### src/rtl/spi_flash_read_arbiter_if.sv
// Requester and flash-controller facing signals of spi_flash_read_arbiter.
// slave = arbiter side, master = requesters plus flash controller (or a bench standing in for them).
interface spi_flash_read_arbiter_if #(
  parameter int unsigned NUM_REQ = 2
) ();
  localparam int unsigned ADDR_W    = 24;
  localparam int unsigned BRAM_AW   = 10;
  localparam int unsigned BRAM_DW   = 8;

  // requester side
  logic [NUM_REQ-1:0]        i_req;
  logic [ADDR_W*NUM_REQ-1:0] i_req_addr;
  logic [NUM_REQ-1:0]        o_grant;
  logic [NUM_REQ-1:0]        o_done_stb;
  logic                      o_timeout_stb;
  logic                      o_busy;

  // flash controller side
  logic [ADDR_W-1:0]         o_read_addr;
  logic                      o_read_stb;
  logic                      i_read_done_stb;
  logic                      i_write_bram_stb;
  logic [BRAM_AW-1:0]        i_write_bram_addr;
  logic [BRAM_DW-1:0]        i_write_bram_data;

  // BRAM write fan-out
  logic [NUM_REQ-1:0]        o_write_bram_stb;
  logic [BRAM_AW-1:0]        o_write_bram_addr;
  logic [BRAM_DW-1:0]        o_write_bram_data;

  modport slave (
    input  i_req,
    input  i_req_addr,
    output o_grant,
    output o_done_stb,
    output o_timeout_stb,
    output o_busy,
    output o_read_addr,
    output o_read_stb,
    input  i_read_done_stb,
    input  i_write_bram_stb,
    input  i_write_bram_addr,
    input  i_write_bram_data,
    output o_write_bram_stb,
    output o_write_bram_addr,
    output o_write_bram_data
  );

  modport master (
    output i_req,
    output i_req_addr,
    input  o_grant,
    input  o_done_stb,
    input  o_timeout_stb,
    input  o_busy,
    input  o_read_addr,
    input  o_read_stb,
    output i_read_done_stb,
    output i_write_bram_stb,
    output i_write_bram_addr,
    output i_write_bram_data,
    input  o_write_bram_stb,
    input  o_write_bram_addr,
    input  o_write_bram_data
  );
endinterface

### src/rtl/spi_flash_read_arbiter.sv
// Round-robin arbiter sharing one spi_flash_ctrl block-read engine between NUM_REQ requesters.
// Optional WAIT-state abort counter enabled by defining SPI_FLASH_ARB_TIMEOUT_EN.
module spi_flash_read_arbiter #(
  parameter int unsigned NUM_REQ        = 2,
  parameter logic [23:0] TIMEOUT_CYCLES = 24'd4000000
) (
  input  logic                    i_clk,
  input  logic                    i_rst,
  spi_flash_read_arbiter_if.slave bus
);
  localparam int unsigned ADDR_W  = 24;
  localparam int unsigned BRAM_AW = 10;
  localparam int unsigned BRAM_DW = 8;
  localparam int unsigned IDX_W   = (NUM_REQ > 1) ? $clog2(NUM_REQ) : 1;

  typedef enum logic [1:0] {
    S_IDLE    = 2'd0,
    S_ISSUE   = 2'd1,
    S_WAIT    = 2'd2,
    S_RELEASE = 2'd3
  } state_t;

  state_t            state;
  logic [IDX_W-1:0]  last_grant;
  logic [IDX_W-1:0]  cur_idx;
  logic [IDX_W-1:0]  pick_idx;
  logic [IDX_W-1:0]  cand;
  logic              pick_valid;
  logic [ADDR_W-1:0] sel_addr;

  // Round-robin search starting one past the last served requester
  always_comb begin
    pick_valid = 1'b0;
    pick_idx   = '0;
    cand       = '0;
    for (int unsigned k = 1; k <= NUM_REQ; k++) begin
      cand = IDX_W'((32'(last_grant) + k) % NUM_REQ);
      if (!pick_valid && bus.i_req[cand]) begin
        pick_valid = 1'b1;
        pick_idx   = cand;
      end
    end
  end

  always_comb begin
    sel_addr = '0;
    for (int unsigned r = 0; r < NUM_REQ; r++) begin
      if (pick_idx == IDX_W'(r)) begin
        sel_addr = bus.i_req_addr[ADDR_W*r +: ADDR_W];
      end
    end
  end

`ifdef SPI_FLASH_ARB_TIMEOUT_EN
  logic [23:0] wait_cnt;
`else
  // No abort path: the read is only ever ended by the flash controller's done.
  assign bus.o_timeout_stb = 1'b0 && (TIMEOUT_CYCLES != 24'd0);
`endif

  always_ff @(posedge i_clk or posedge i_rst) begin
    if (i_rst) begin
      state                 <= S_IDLE;
      last_grant            <= IDX_W'(NUM_REQ - 1);
      cur_idx               <= '0;
      bus.o_grant           <= '0;
      bus.o_done_stb        <= '0;
      bus.o_busy            <= 1'b0;
      bus.o_read_addr       <= '0;
      bus.o_read_stb        <= 1'b0;
      bus.o_write_bram_stb  <= '0;
      bus.o_write_bram_addr <= '0;
      bus.o_write_bram_data <= '0;
`ifdef SPI_FLASH_ARB_TIMEOUT_EN
      bus.o_timeout_stb     <= 1'b0;
      wait_cnt              <= '0;
`endif
    end else begin
      bus.o_read_stb       <= 1'b0;
      bus.o_done_stb       <= '0;
      bus.o_write_bram_stb <= '0;
`ifdef SPI_FLASH_ARB_TIMEOUT_EN
      bus.o_timeout_stb    <= 1'b0;
`endif
      case (state)
        S_IDLE: begin
          if (pick_valid) begin
            cur_idx         <= pick_idx;
            bus.o_read_addr <= sel_addr;
            bus.o_grant     <= NUM_REQ'(1) << pick_idx;
            bus.o_busy      <= 1'b1;
            state           <= S_ISSUE;
          end
        end

        S_ISSUE: begin
          bus.o_read_stb <= 1'b1;
`ifdef SPI_FLASH_ARB_TIMEOUT_EN
          wait_cnt       <= '0;
`endif
          state          <= S_WAIT;
        end

        S_WAIT: begin
          // Writes are forwarded even on the done cycle so none are lost
          if (bus.i_write_bram_stb) begin
            bus.o_write_bram_stb  <= bus.o_grant;
            bus.o_write_bram_addr <= bus.i_write_bram_addr;
            bus.o_write_bram_data <= bus.i_write_bram_data;
          end
          if (bus.i_read_done_stb) begin
            bus.o_done_stb <= bus.o_grant;
            bus.o_grant    <= '0;
            state          <= S_RELEASE;
          end
`ifdef SPI_FLASH_ARB_TIMEOUT_EN
          else if (wait_cnt == TIMEOUT_CYCLES - 24'd1) begin
            bus.o_timeout_stb <= 1'b1;
            bus.o_done_stb    <= bus.o_grant;
            bus.o_grant       <= '0;
            state             <= S_RELEASE;
          end else begin
            wait_cnt <= wait_cnt + 24'd1;
          end
`endif
        end

        S_RELEASE: begin
          last_grant <= cur_idx;
          bus.o_busy <= 1'b0;
          state      <= S_IDLE;
        end

        default: begin
          bus.o_grant <= '0;
          bus.o_busy  <= 1'b0;
          state       <= S_IDLE;
        end
      endcase
    end
  end

  logic unused_ok;
  assign unused_ok = &{1'b0, BRAM_AW[0], BRAM_DW[0]};

endmodule

### src/flat_wrapper.sv
// flat-port wrapper written by rule: the top's interface ports become plain ports
module spi_flash_read_arbiter_flat 
#(
  parameter int unsigned NUM_REQ        = 2,
  parameter logic [23:0] TIMEOUT_CYCLES = 24'd4000000
)
  (i_clk, i_rst, bus_i_req, bus_i_req_addr, bus_o_grant, bus_o_done_stb, bus_o_timeout_stb, bus_o_busy, bus_o_read_addr, bus_o_read_stb, bus_i_read_done_stb, bus_i_write_bram_stb, bus_i_write_bram_addr, bus_i_write_bram_data, bus_o_write_bram_stb, bus_o_write_bram_addr, bus_o_write_bram_data);
  spi_flash_read_arbiter_if #(.NUM_REQ(NUM_REQ)) bus_i ();
  input  logic i_clk;
  input  logic i_rst;
  input wire logic [$bits(bus_i.i_req)-1:0] bus_i_req;
  input wire logic [$bits(bus_i.i_req_addr)-1:0] bus_i_req_addr;
  output wire logic [$bits(bus_i.o_grant)-1:0] bus_o_grant;
  output wire logic [$bits(bus_i.o_done_stb)-1:0] bus_o_done_stb;
  output wire logic [$bits(bus_i.o_timeout_stb)-1:0] bus_o_timeout_stb;
  output wire logic [$bits(bus_i.o_busy)-1:0] bus_o_busy;
  output wire logic [$bits(bus_i.o_read_addr)-1:0] bus_o_read_addr;
  output wire logic [$bits(bus_i.o_read_stb)-1:0] bus_o_read_stb;
  input wire logic [$bits(bus_i.i_read_done_stb)-1:0] bus_i_read_done_stb;
  input wire logic [$bits(bus_i.i_write_bram_stb)-1:0] bus_i_write_bram_stb;
  input wire logic [$bits(bus_i.i_write_bram_addr)-1:0] bus_i_write_bram_addr;
  input wire logic [$bits(bus_i.i_write_bram_data)-1:0] bus_i_write_bram_data;
  output wire logic [$bits(bus_i.o_write_bram_stb)-1:0] bus_o_write_bram_stb;
  output wire logic [$bits(bus_i.o_write_bram_addr)-1:0] bus_o_write_bram_addr;
  output wire logic [$bits(bus_i.o_write_bram_data)-1:0] bus_o_write_bram_data;
  assign bus_i.i_req = bus_i_req;
  assign bus_i.i_req_addr = bus_i_req_addr;
  assign bus_o_grant = bus_i.o_grant;
  assign bus_o_done_stb = bus_i.o_done_stb;
  assign bus_o_timeout_stb = bus_i.o_timeout_stb;
  assign bus_o_busy = bus_i.o_busy;
  assign bus_o_read_addr = bus_i.o_read_addr;
  assign bus_o_read_stb = bus_i.o_read_stb;
  assign bus_i.i_read_done_stb = bus_i_read_done_stb;
  assign bus_i.i_write_bram_stb = bus_i_write_bram_stb;
  assign bus_i.i_write_bram_addr = bus_i_write_bram_addr;
  assign bus_i.i_write_bram_data = bus_i_write_bram_data;
  assign bus_o_write_bram_stb = bus_i.o_write_bram_stb;
  assign bus_o_write_bram_addr = bus_i.o_write_bram_addr;
  assign bus_o_write_bram_data = bus_i.o_write_bram_data;
  spi_flash_read_arbiter #(.NUM_REQ(NUM_REQ), .TIMEOUT_CYCLES(TIMEOUT_CYCLES)) u_core (.i_clk(i_clk), .i_rst(i_rst), .bus(bus_i));
endmodule
### config.mk
export PLATFORM = sky130hd
export DESIGN_NAME = spi_flash_read_arbiter_flat
export DESIGN_NICKNAME = d
export VERILOG_FILES = /design/src/rtl/spi_flash_read_arbiter_if.sv /design/src/rtl/spi_flash_read_arbiter.sv /design/src/flat_wrapper.sv
export SDC_FILE = /design/constraint.sdc
export NUM_CORES = 1
export LEC_CHECK = 0
export BUFFER_PORTS_ARGS = -buffer_cell sky130_fd_sc_hd__clkbuf_2
export CORE_MARGIN = 10
export CORE_UTILIZATION = 45
export CTS_CLUSTER_DIAMETER = 40
export DETAILED_ROUTE_END_ITERATION = 16
export PLACE_DENSITY_LB_ADDON = 0.15
export SETUP_SLACK_MARGIN = 0.4
export SLEW_MARGIN = 20
export SYNTH_ARGS = -nofsm -noshare
export SYNTH_HDL_FRONTEND = slang
export SYNTH_SLANG_ARGS = --single-unit
### constraint.sdc
create_clock -name i_clk -period 2.1 [get_ports i_clk]
set_input_delay 0.63 -clock i_clk [delete_from_list [all_inputs] [get_ports i_clk]]
set_output_delay 0.63 -clock i_clk [all_outputs]
set_load 0.02 [all_outputs]
==> impl_results.md, run 1 <==
- Crit path cell chain: inv_1 -> ha_1 -> nand2_4 -> mux2_2
- Pleak: 1.65 nW
- Sw Share: 42.1%
- Starting Density: 46.5%
- DP Wirelength: 4980 um
- Gr usage total: 14.8%
- Unique masters post-synth: 25
- Most numerous cell in the Yosys netlist: dfrtp_1
- Post-synth top area share: 55.8%
- Fin. Hold Viols: 0
- Number of flops mapped to enable cells by yosys: 0
- Clk buf depth: 2
- F_max: 640 MHz
- I/O pin count: 123
- Fin crit share: 74.4%
- Slew Limit Fails: 0
- Initial DRT Pass Iterations: 4
- Power per cell area: 1540 nW/um2
- RSZ-0062 raised after global routing: no
- Share of layout cells above drive strength 1: 50.1%
- Setup TNS: 0 ps
- Die height: 92.7 um
- Ranking of synthesized cells by area: dfrtp_1 56%, a21oi_1 9.7%, mux2_2 9.5%
- P&R area growth vs syn: 33.4%
- R2R cell count: 4
- Final Skew: 6.43 ps
- CP top delay family: flip-flops
- Initial DRC count: 58
- Data arrival, critical path: 1760 ps
- Final core occ: 62.1%
- Final cell count without fillers: 407
- CTS Sinks: 54
- Root buf cell: clkbuf_8
- Worst slew margin: 65.4%
- CP endpoint kind: flip-flop
- Least-Margin Pin Slew: 519 ps
- Hold Path Class: in -> async
- Critical path class: reg -> reg
- Fillcell total: 465
- Mapped Cells: 214
- # Max-Cap Violations: 0
- PortBufs: 121
- Cts bufs inserted: 5
- Top cells by count, synth: 53 x dfrtp_1, 46 x a21oi_1, 26 x nor2_1
- Final ANT Viol Nets: 0
- Die Area: 8590 um2
- Setup WS post-layout: 538 ps
- Mapped Nets: 292
- Clock network power share: 14.1%
- Buffers & Inverters on Critical Path: 1
- Inst Count DP: 398
- GRT overflow: 0
- # setup viols final: 0
- Status: complete, no violations
- Worst reg2reg path endpoint: u_core.bus.o_write_bram_data[1]
- Htree depth: 2
- Final Net Count: 414
- Rows: 26
- Die extent in x: 92.7 um
- Skew-Pair Late Insertion Delay: 310 ps
- Residual DRC: 0
- Vias per Instance: 4.81
- Flop pwr share: 37.3%
- Antenna violations before repair: 0
- Hold buffers post-CTS: 0
- First-pass GRT wire length: 10,400 um
- Logic gate share of total power: 48.6%
- N_diodes: 0
- Syn Std Cell Area: 2380 um2
- Design area: 3170 um2
- Avg Inst Size Synth: 11.1 um2
- Yosys warns: 0
- Asr flop ratio synth: 100%
- Clk slew on worst S/H paths: 90 ps
- Core area: 5110 um2
- Setup WS pre-CTS: 368 ps
- Area leader, netlist: dfrtp_1
- Via count: 1,957
- Setup slack, reg-to-reg: 540 ps
- DP Area: 3040 um2
- WP data required: 2300 ps
- Vias in the first global route: 2,084
- FF+latch count, synth: 54
- Min Clock Period, post-route: 1560 ps
- Routability Congestion: 0.775
- TritonCTS clock tree: done
- Worst path slowest cell: dfrtp_1
- Crit path largest cell delay: 410 ps
- Main synth FF type: dfrtp_1
- Crit start category: flip-flop
- Post-synthesis sequential area ratio: 56.9%
- CP max FO: 18
- Sw Pwr: 2.06 mW
- Reg2reg start: u_core.state[0]
- WL final: 6400 um
- Largest net degree at the start of global routing: 40
- Peak supply drop: 0.615 mV
- Routed wire per std cell: 15.7 um
- P_int: 2.83 mW
## worst max-delay path by stage
stage                               start                              end  cells past startpoint
after floorplan           u_core.state[0]  u_core.bus.o_write_bram_addr[0]                      5
final                     u_core.state[0]  u_core.bus.o_write_bram_data[1]                      4
after global placement    u_core.state[0]                  u_core.state[1]                      5
after CTS                 u_core.state[1]                  u_core.state[1]                      5
after global routing      u_core.state[0]       u_core.bus.o_read_addr[18]                      6
after detailed placement     bus_i_req[1]        u_core.bus.o_read_addr[7]                      5
## registers in the layout, summed over array words and instances (netlist names)
| register | count |
|---|---|
| u_core.bus.o_write_bram_data | 8 |
| u_core.bus.o_read_stb | 1 |
| u_core.bus.o_grant | 2 |
| u_core.bus.o_busy | 1 |
| u_core.state | 2 |
| u_core.last_grant | 1 |
| u_core.bus.o_read_addr | 24 |
| u_core.bus.o_write_bram_addr | 10 |
| u_core.bus.o_done_stb | 2 |
| u_core.bus.o_write_bram_stb | 2 |
| u_core.cur_idx | 1 |
## power groups by stage
stage | sequential (mW) | clock [mW] | combinational [mW]
4_1_cts | 1.82 | 0.712 | 2.40
3_3_place_gp | 1.82 | 0 | 2.36
6_report | 1.82 | 0.688 | 2.37
2_1_floorplan | 2.39 | 0 | 1.05
5_1_grt | 1.89 | 0.756 | 2.62
3_5_place_dp | 1.84 | 0 | 2.40
## final cells by class
| class | count | area [um2] | share of cell area, % |
|---|---|---|---|
| clock inverters | 3 | 40.0 | 1.26 |
| repair buffers | 126 | 668 | 21.1 |
| inverters | 4 | 18.8 | 0.592 |
| flip-flops and latches | 54 | 1350 | 42.7 |
| well taps | 70 | 87.6 | 2.76 |
| clock buffers | 5 | 68.8 | 2.17 |
| multi-input cells | 145 | 935 | 29.5 |
## metal layers
| layer | GRT usage (%) | vias to the layer above | wire, um |
|---|---|---|---|
| met3 | 5.73 | 7 | 570 |
| met4 | 4.24 | 0 | 69 |
| li1 | - | 971 | - |
| met5 | 0 | - | 0 |
| met2 | 24.5 | 83 | 3130 |
| met1 | 17.5 | 896 | 2630 |
## stage by stage
step	hold slack, ps	total power [mW]
after floorplan	460	3.43
after global placement	486	4.18
after detailed placement	486	4.24
after CTS	277	4.93
after global routing	285	5.26
final	276	4.88
## cells in the final DEF, fill, tap and decap left out, types with 2 or more instances in the layout
cell type,Yosys,final
clkinv_2,0,2
dfrtp_1,53,53
mux2_2,20,20
inv_1,4,3
buf_4,4,3
nor2_1,26,26
nand2_1,25,25
a21oi_1,46,45
and3_1,4,4
o21ai_0,2,2
ha_1,6,5
clkbuf_2,0,121
buf_12,0,2
a21oi_2,4,5
clkbuf_8,0,5
## kinds of logic after synthesis
group	share of synthesized area, %
AO/OA/AOI/OAI	14.9
AND/OR/NAND/NOR	10.2
adder cells (fa/ha/maj)	3.16
buffers and inverters	4.42
other	0.158
multiplexers	10.3
flip-flops	56.9
## timing repair
item / CTS / global route
endpoints found under the hold margin: 0 / 0
pin swaps: 0 / 0
gates resized for setup: 0 / 4
setup buffers: 1 / 0
setup endpoints to repair: 1 / 29
Power figures use the tool's default switching activity.
==> inputs of run 2 (changes only) <==
==> constraint.sdc (replaced) <==
create_clock -name i_clk -period 1.55 [get_ports i_clk]
set_input_delay 0.465 -clock i_clk [delete_from_list [all_inputs] [get_ports i_clk]]
set_output_delay 0.465 -clock i_clk [all_outputs]
set_load 0.02 [all_outputs]
==> run 2 against run 1 <==
Effect of this change: first-iteration DRC count rose by 24%; core utilization up 15 points; total power up 78%; largest cell class unchanged.
==> impl_results.md, run 2 (synthesis results as in run 1) <==
- Setup WS post-layout: 107 ps
- Critical path class: reg -> reg
- Critical Path Stages: 5
- Antenna violations before repair: 0
- R2R cell count: 5
- CTS Sinks: 54
- Initial DRT Pass Iterations: 4
- Starting Density: 46.5%
- Crit start category: flip-flop
- CP top delay family: flip-flops
- Residual DRC: 0
- RSZ-0062 raised after global routing: yes
- Via count: 2,232
- Routability Congestion: 0.772
- Htree depth: 2
- Hold Path Class: in -> async
- P_int: 5.37 mW
- CP max FO: 5
- Data arrival, critical path: 1640 ps
- # Max-Cap Violations: 0
- Power per cell area: 2200 nW/um2
- Logic gate share of total power: 58.7%
- I/O pin count: 123
- Largest net degree at the start of global routing: 55
- CP endpoint kind: flip-flop
- Share of layout cells above drive strength 1: 58.0%
- Flop pwr share: 30.1%
- Final Net Count: 451
- Buffers & Inverters on Critical Path: 2
- Final ANT Viol Nets: 0
- Reg2reg start: u_core.state[0]
- Status: complete, no violations
- TritonCTS clock tree: done
- Setup slack, reg-to-reg: 110 ps
- Peak supply drop: 1.14 mV
- Min Clock Period, post-route: 1440 ps
- Most frequent cells in the layout: 71 x clkbuf_2, 52 x dfrtp_1, 42 x a21oi_1
- Clk slew on worst S/H paths: 90 ps
- Gr usage total: 17.4%
- Fin. Hold Viols: 0
- Setup WS pre-CTS: 48.4 ps
- Clk buf depth: 2
- Slew Limit Fails: 0
- Fin crit share: 93.1%
- GRT overflow: 0
- Die height: 92.7 um
- Most common cell after layout, fill and taps aside: clkbuf_2
- Sw Share: 38.1%
- Crit path largest cell delay: 400 ps
- WP data required: 1750 ps
- Initial DRC count: 72
- # setup viols final: 0
- Vias per Instance: 5.03
- DP Wirelength: 5070 um
- F_max: 693 MHz
- Crit path cell chain: inv_4 -> buf_6 -> ha_4 -> a21oi_2 -> mux2_4
- First-pass GRT wire length: 12,000 um
- N_diodes: 0
- Root buf cell: clkbuf_8
- Largest regs: u_core.bus.o_read_addr (24), u_core.bus.o_write_bram_addr (10), u_core.bus.o_write_bram_data (8)
- Largest register FFs: 24
- Pleak: 1.96 nW
- Worst reg2reg path endpoint: u_core.state[1]
- Skew-Pair Late Insertion Delay: 300 ps
- WL final: 8090 um
- Setup TNS: 0 ps
- Die extent in x: 92.7 um
- Vias in the first global route: 2,304
- Rows: 26
- P&R area growth vs syn: 66.2%
- Hold buffers post-CTS: 0
- Worst path slowest cell: dfrtp_1
- Cts bufs inserted: 5
- Clock network power share: 11.2%
- Routed wire per std cell: 18.2 um
- Final Skew: 4.55 ps
- Sw Pwr: 3.31 mW
- Core area: 5110 um2
- Reg with most FFs: u_core.bus.o_read_addr
- PortBufs: 121
- Die Area: 8590 um2
## run 2: changes by cell type in the layout (fill, tap and decap cells not counted), sizes merged
cell	before	now
o21a	1	2
clkinv	2	0
clkbuf	126	90
buf	5	76
a21bo	1	2
nand2	26	28
## run 2: how the worst max path moves through the flow
stage / to / start / slack, ps
after floorplan: u_core.bus.o_write_bram_addr[0] / u_core.state[0] / 90
after global placement: u_core.bus.o_read_addr[16] / bus_i_req[0] / 80
after detailed placement: u_core.bus.o_read_addr[16] / bus_i_req[1] / 50
after CTS: u_core.state[1] / u_core.state[1] / 170
after global routing: u_core.state[0] / u_core.state[0] / 60
final: u_core.state[1] / u_core.state[0] / 110
## run 2: worst min-delay path, stage by stage
cell and delay [ps]:
clkbuf_2 100, clkinvlp_4 80, buf_12 280
## run 2: routing by layer
layer	GRT usage [%]	part of all wire (%)	vias up
li1	-	-	1048
met1	21.0	41	1079
met2	28.8	50	98
met3	6.54	7.9	7
met4	3.98	0.91	0
met5	0	0	-
## run 2: area by class of cell
| type | count | area, um2 |
|---|---|---|
| fill | 331 | 1160 |
| inverter | 4 | 21.3 |
| sequential | 54 | 1350 |
| clock inverter | 1 | 30.0 |
| clock buffer | 7 | 86.3 |
| tap | 70 | 87.6 |
| multi-input combinational | 149 | 1090 |
| timing repair buffer | 159 | 1280 |
## run 2: power groups by stage
stage               logic (mW)  clock network (mW)  registers [mW]
CTS                       4.24               0.996            2.49
floorplan                 1.46                   0            3.23
detailed placement        3.37                   0            2.49
finish                    5.10               0.968            2.61
global placement          3.31                   0            2.47
global route              5.46                1.06            2.69
## run 2: metrics by stage
stage	power (mW)	hold WS, ps	std cells	cell area, um2	utilization, %
6_report	8.68	228	444	3950	77.4
5_1_grt	9.21	228	444	3950	77.4
4_1_cts	7.72	222	432	3580	70.1
3_5_place_dp	5.86	492	402	3100	60.7
3_3_place_gp	5.79	487	402	3100	60.7
2_1_floorplan	4.69	460	214	2400	-
## run 2: timing repair
| action | 4_1_cts | 5_1_grt |
|---|---|---|
| endpoints found under the setup margin | 98 | 100 |
| pin swaps | 0 | 1 |
| cloned | 4 | 0 |
| setup buffers | 18 | 12 |
| gates resized for setup | 42 | 122 |
==> inputs of run 3 (changes only) <==
--- a/config.mk
+++ b/config.mk
@@ -5,11 +5,13 @@
 export SDC_FILE = /design/constraint.sdc
 export NUM_CORES = 1
 export LEC_CHECK = 0
+export ABC_AREA = 1
 export BUFFER_PORTS_ARGS = -buffer_cell sky130_fd_sc_hd__clkbuf_2
 export CORE_MARGIN = 10
 export CORE_UTILIZATION = 45
 export CTS_CLUSTER_DIAMETER = 40
 export DETAILED_ROUTE_END_ITERATION = 16
+export HOLD_SLACK_MARGIN = 0.03
 export PLACE_DENSITY_LB_ADDON = 0.15
 export SETUP_SLACK_MARGIN = 0.4
 export SLEW_MARGIN = 20
==> run 3 against run 2 <==
Effect of this change: clock-buffer cell count is the same; sequential cell count is the same; final cell count grew 26%; routed wire length grew 26%; sequential share of layout area shrank 5.1 points; critical endpoint is now bus_o_write_bram_addr[8]; highest routed layer unchanged.
==> impl_results.md, run 3 <==
- Buffers & Inverters on Critical Path: 1
- Via count: 2,904
- Largest regs: u_core.bus.o_read_addr (24), u_core.bus.o_write_bram_addr (10), u_core.bus.o_write_bram_data (8)
- WL final: 10,200 um
- Number of flops mapped to enable cells by yosys: 0
- Slew Limit Fails: 0
- Post-synthesis sequential area ratio: 50.8%
- Antenna violations before repair: 0
- RSZ-0062 raised after global routing: yes
- Avg Inst Size Synth: 8.29 um2
- Initial DRC count: 209
- Top cells by count, synth: 124 x nand2_1, 53 x dfrtp_1, 45 x nand3_1
- Unique masters post-synth: 20
- CP top delay family: flip-flops
- Peak supply drop: 1.13 mV
- Sw Share: 42.8%
- Mapped Nets: 399
- Min Clock Period, post-route: 1390 ps
- DP Wirelength: 5450 um
- N_diodes: 0
- Power per cell area: 2060 nW/um2
- Logic gate share of total power: 63.7%
- Cts bufs inserted: 5
- Routed wire per std cell: 18.3 um
- Worst path slowest cell: dfrtp_1
- Sw Pwr: 4.09 mW
- # Max-Cap Violations: 0
- Skew-Pair Late Insertion Delay: 320 ps
- Clock network power share: 8.6%
- Setup WS post-layout: 161 ps
- Pleak: 2.45 nW
- Gr usage total: 17.2%
- Most numerous cell in the Yosys netlist: nand2_1
- Data arrival, critical path: 920 ps
- Setup WS pre-CTS: 41.7 ps
- I/O pin count: 123
- CP max FO: 2
- Yosys warns: 0
- M3 GR Usage: 4.47%
- First-pass GRT wire length: 13,500 um
- CP endpoint kind: primary output
- Vias in the first global route: 2,701
- Multi-input logic area: 1520 um2
- # setup viols final: 0
- Htree depth: 2
- Die height: 96.9 um
- Crit path cell chain: buf_6
- Status: complete, no violations
- Vias per Instance: 5.20
- Share of layout cells above drive strength 1: 54.9%
- Initial DRT Pass Iterations: 4
- Starting Density: 47.5%
- Reg area: 1350 um2
- FF+latch count, synth: 54
- P&R area growth vs syn: 74.1%
- Most frequent cells in the layout: 90 x nand2_1, 70 x clkbuf_2, 53 x dfrtp_1
- Die extent in x: 96.9 um
- Global routing usage on met1: 20.1%
- CTS Sinks: 54
- Fin crit share: 89.6%
- Hold Path Class: in -> async
- Syn Std Cell Area: 2660 um2
- Reg with most FFs: u_core.bus.o_read_addr
- Area leader, netlist: dfrtp_1
- Fin. Hold Viols: 0
- Residual DRC: 0
- TritonCTS clock tree: done
- Main synth FF type: dfrtp_1
- Flop pwr share: 27.6%
- Met2 Usage GRT: 30.3%
- WP data required: 1080 ps
- Mapped Cells: 321
- Critical path class: reg -> out
- Largest register FFs: 24
- Final ANT Viol Nets: 0
- Setup TNS: 0 ps
- Busiest layer in global routing: met2
- Root buf cell: clkbuf_8
- Final Net Count: 563
- F_max: 720 MHz
- Post-synth top area share: 49.8%
- Asr flop ratio synth: 100%
- Crit start category: flip-flop
- Clk buf depth: 2
- Routability Congestion: 0.774
- Most common cell after layout, fill and taps aside: nand2_1
- Crit path largest cell delay: 450 ps
- PortBufs: 121
- Core area: 5610 um2
- P_int: 5.47 mW
- Fillcell total: 305
- Ranking of synthesized cells by area: dfrtp_1 50%, nand2_1 17%, nand3_1 8.5%
- Die Area: 9390 um2
- Final Skew: 11.5 ps
- Rows: 27
- Largest net degree at the start of global routing: 55
- Clk slew on worst S/H paths: 100 ps
- GRT overflow: 0
-- run 3: cell count changes in the layout (fill, tap and decap cells not counted), moves of 24 or more --
cell	before	now
a21oi_1	42	0
inv_1	1	27
nand2_1	25	90
nand2_2	0	25
nand3_2	0	28
nand3b_1	0	24
-- run 3: final cells by class --
type / count / share of cell area (%)
Multi-Input combinational cell: 220 / 32.9
Timing Repair Buffer: 170 / 30.9
Sequential cell: 54 / 29.2
Inverter: 34 / 3.16
Tap cell: 72 / 1.94
Clock buffer: 7 / 1.86
Clock inverter: 1 / 0.108
-- run 3: logic make-up (layout without fill, tap and decap cells) --
family	after synthesis	count (layout)	synth area share, %
muxes	1	1	0.423
AOI/OAI and AO/OA	4	4	0.752
and+or+nand+nor	204	208	35.8
DFF	54	54	50.8
adders and majority gates	6	6	2.82
other	1	1	0.141
buffers and inverters	51	212	9.26
-- run 3: stage by stage --
stage / power, mW / util, % / hold slack [ps] / instances / instance area, um2
after floorplan: 4.77 / - / 448 / 321 / 2720
after global placement: 5.77 / 60.1 / 453 / 506 / 3370
after detailed placement: 5.86 / 60.1 / 457 / 506 / 3370
after CTS: 8.09 / 73.4 / 216 / 541 / 4120
after global routing: 10.1 / 82.6 / 227 / 558 / 4630
final: 9.57 / 82.6 / 196 / 558 / 4630
-- run 3: power groups by stage --
| stage | logic, mW | clock network, mW | registers (mW) |
|---|---|---|---|
| 3_5_place_dp | 3.41 | 0 | 2.45 |
| 6_report | 6.10 | 0.827 | 2.64 |
| 5_1_grt | 6.50 | 0.896 | 2.69 |
| 4_1_cts | 4.79 | 0.822 | 2.47 |
| 2_1_floorplan | 1.60 | 0 | 3.17 |
| 3_3_place_gp | 3.32 | 0 | 2.45 |
-- run 3: worst paths after layout --
path	slack [ps]	start	cells past startpoint	to
setup / recovery	160	u_core.bus.o_write_bram_addr[8]	1	bus_o_write_bram_addr[8]
hold / removal	200	i_rst	3	u_core.bus.o_read_addr[20]
setup reg to reg	250	u_core.state[1]	5	u_core.bus.o_write_bram_data[7]
hold reg to reg	510	u_core.bus.o_read_addr[21]	2	u_core.bus.o_read_addr[21]
max in group asynchronous	1050	i_rst	3	u_core.last_grant
min in group i_clk	350	bus_i_write_bram_addr[3]	3	u_core.bus.o_write_bram_addr[3]
-- run 3: repair_timing --
| item | in CTS | in global routing |
|---|---|---|
| pin swaps | 54 | 25 |
| endpoints found under the hold margin | 0 | 0 |
| resized for setup | 96 | 155 |
| endpoints found under the setup margin | 99 | 101 |
| hold buffers | 0 | 0 |
| cloned | 6 | 0 |
| setup buffers | 21 | 17 |
-- run 3: worst register-to-register path, cell delays in order, from the launching register on --
cell	delay, ps
dfrtp_1	430
buf_6	150
ha_4	190
bufbuf_16	270
nand3_1	90
nand2_1	80
-- run 3: routing by layer --
layer / wire length [um] / vias to the layer above
li1: - / 1333
met1: 3770 / 1404
met2: 5410 / 141
met3: 746 / 26
met4: 271 / 0
met5: 0 / -
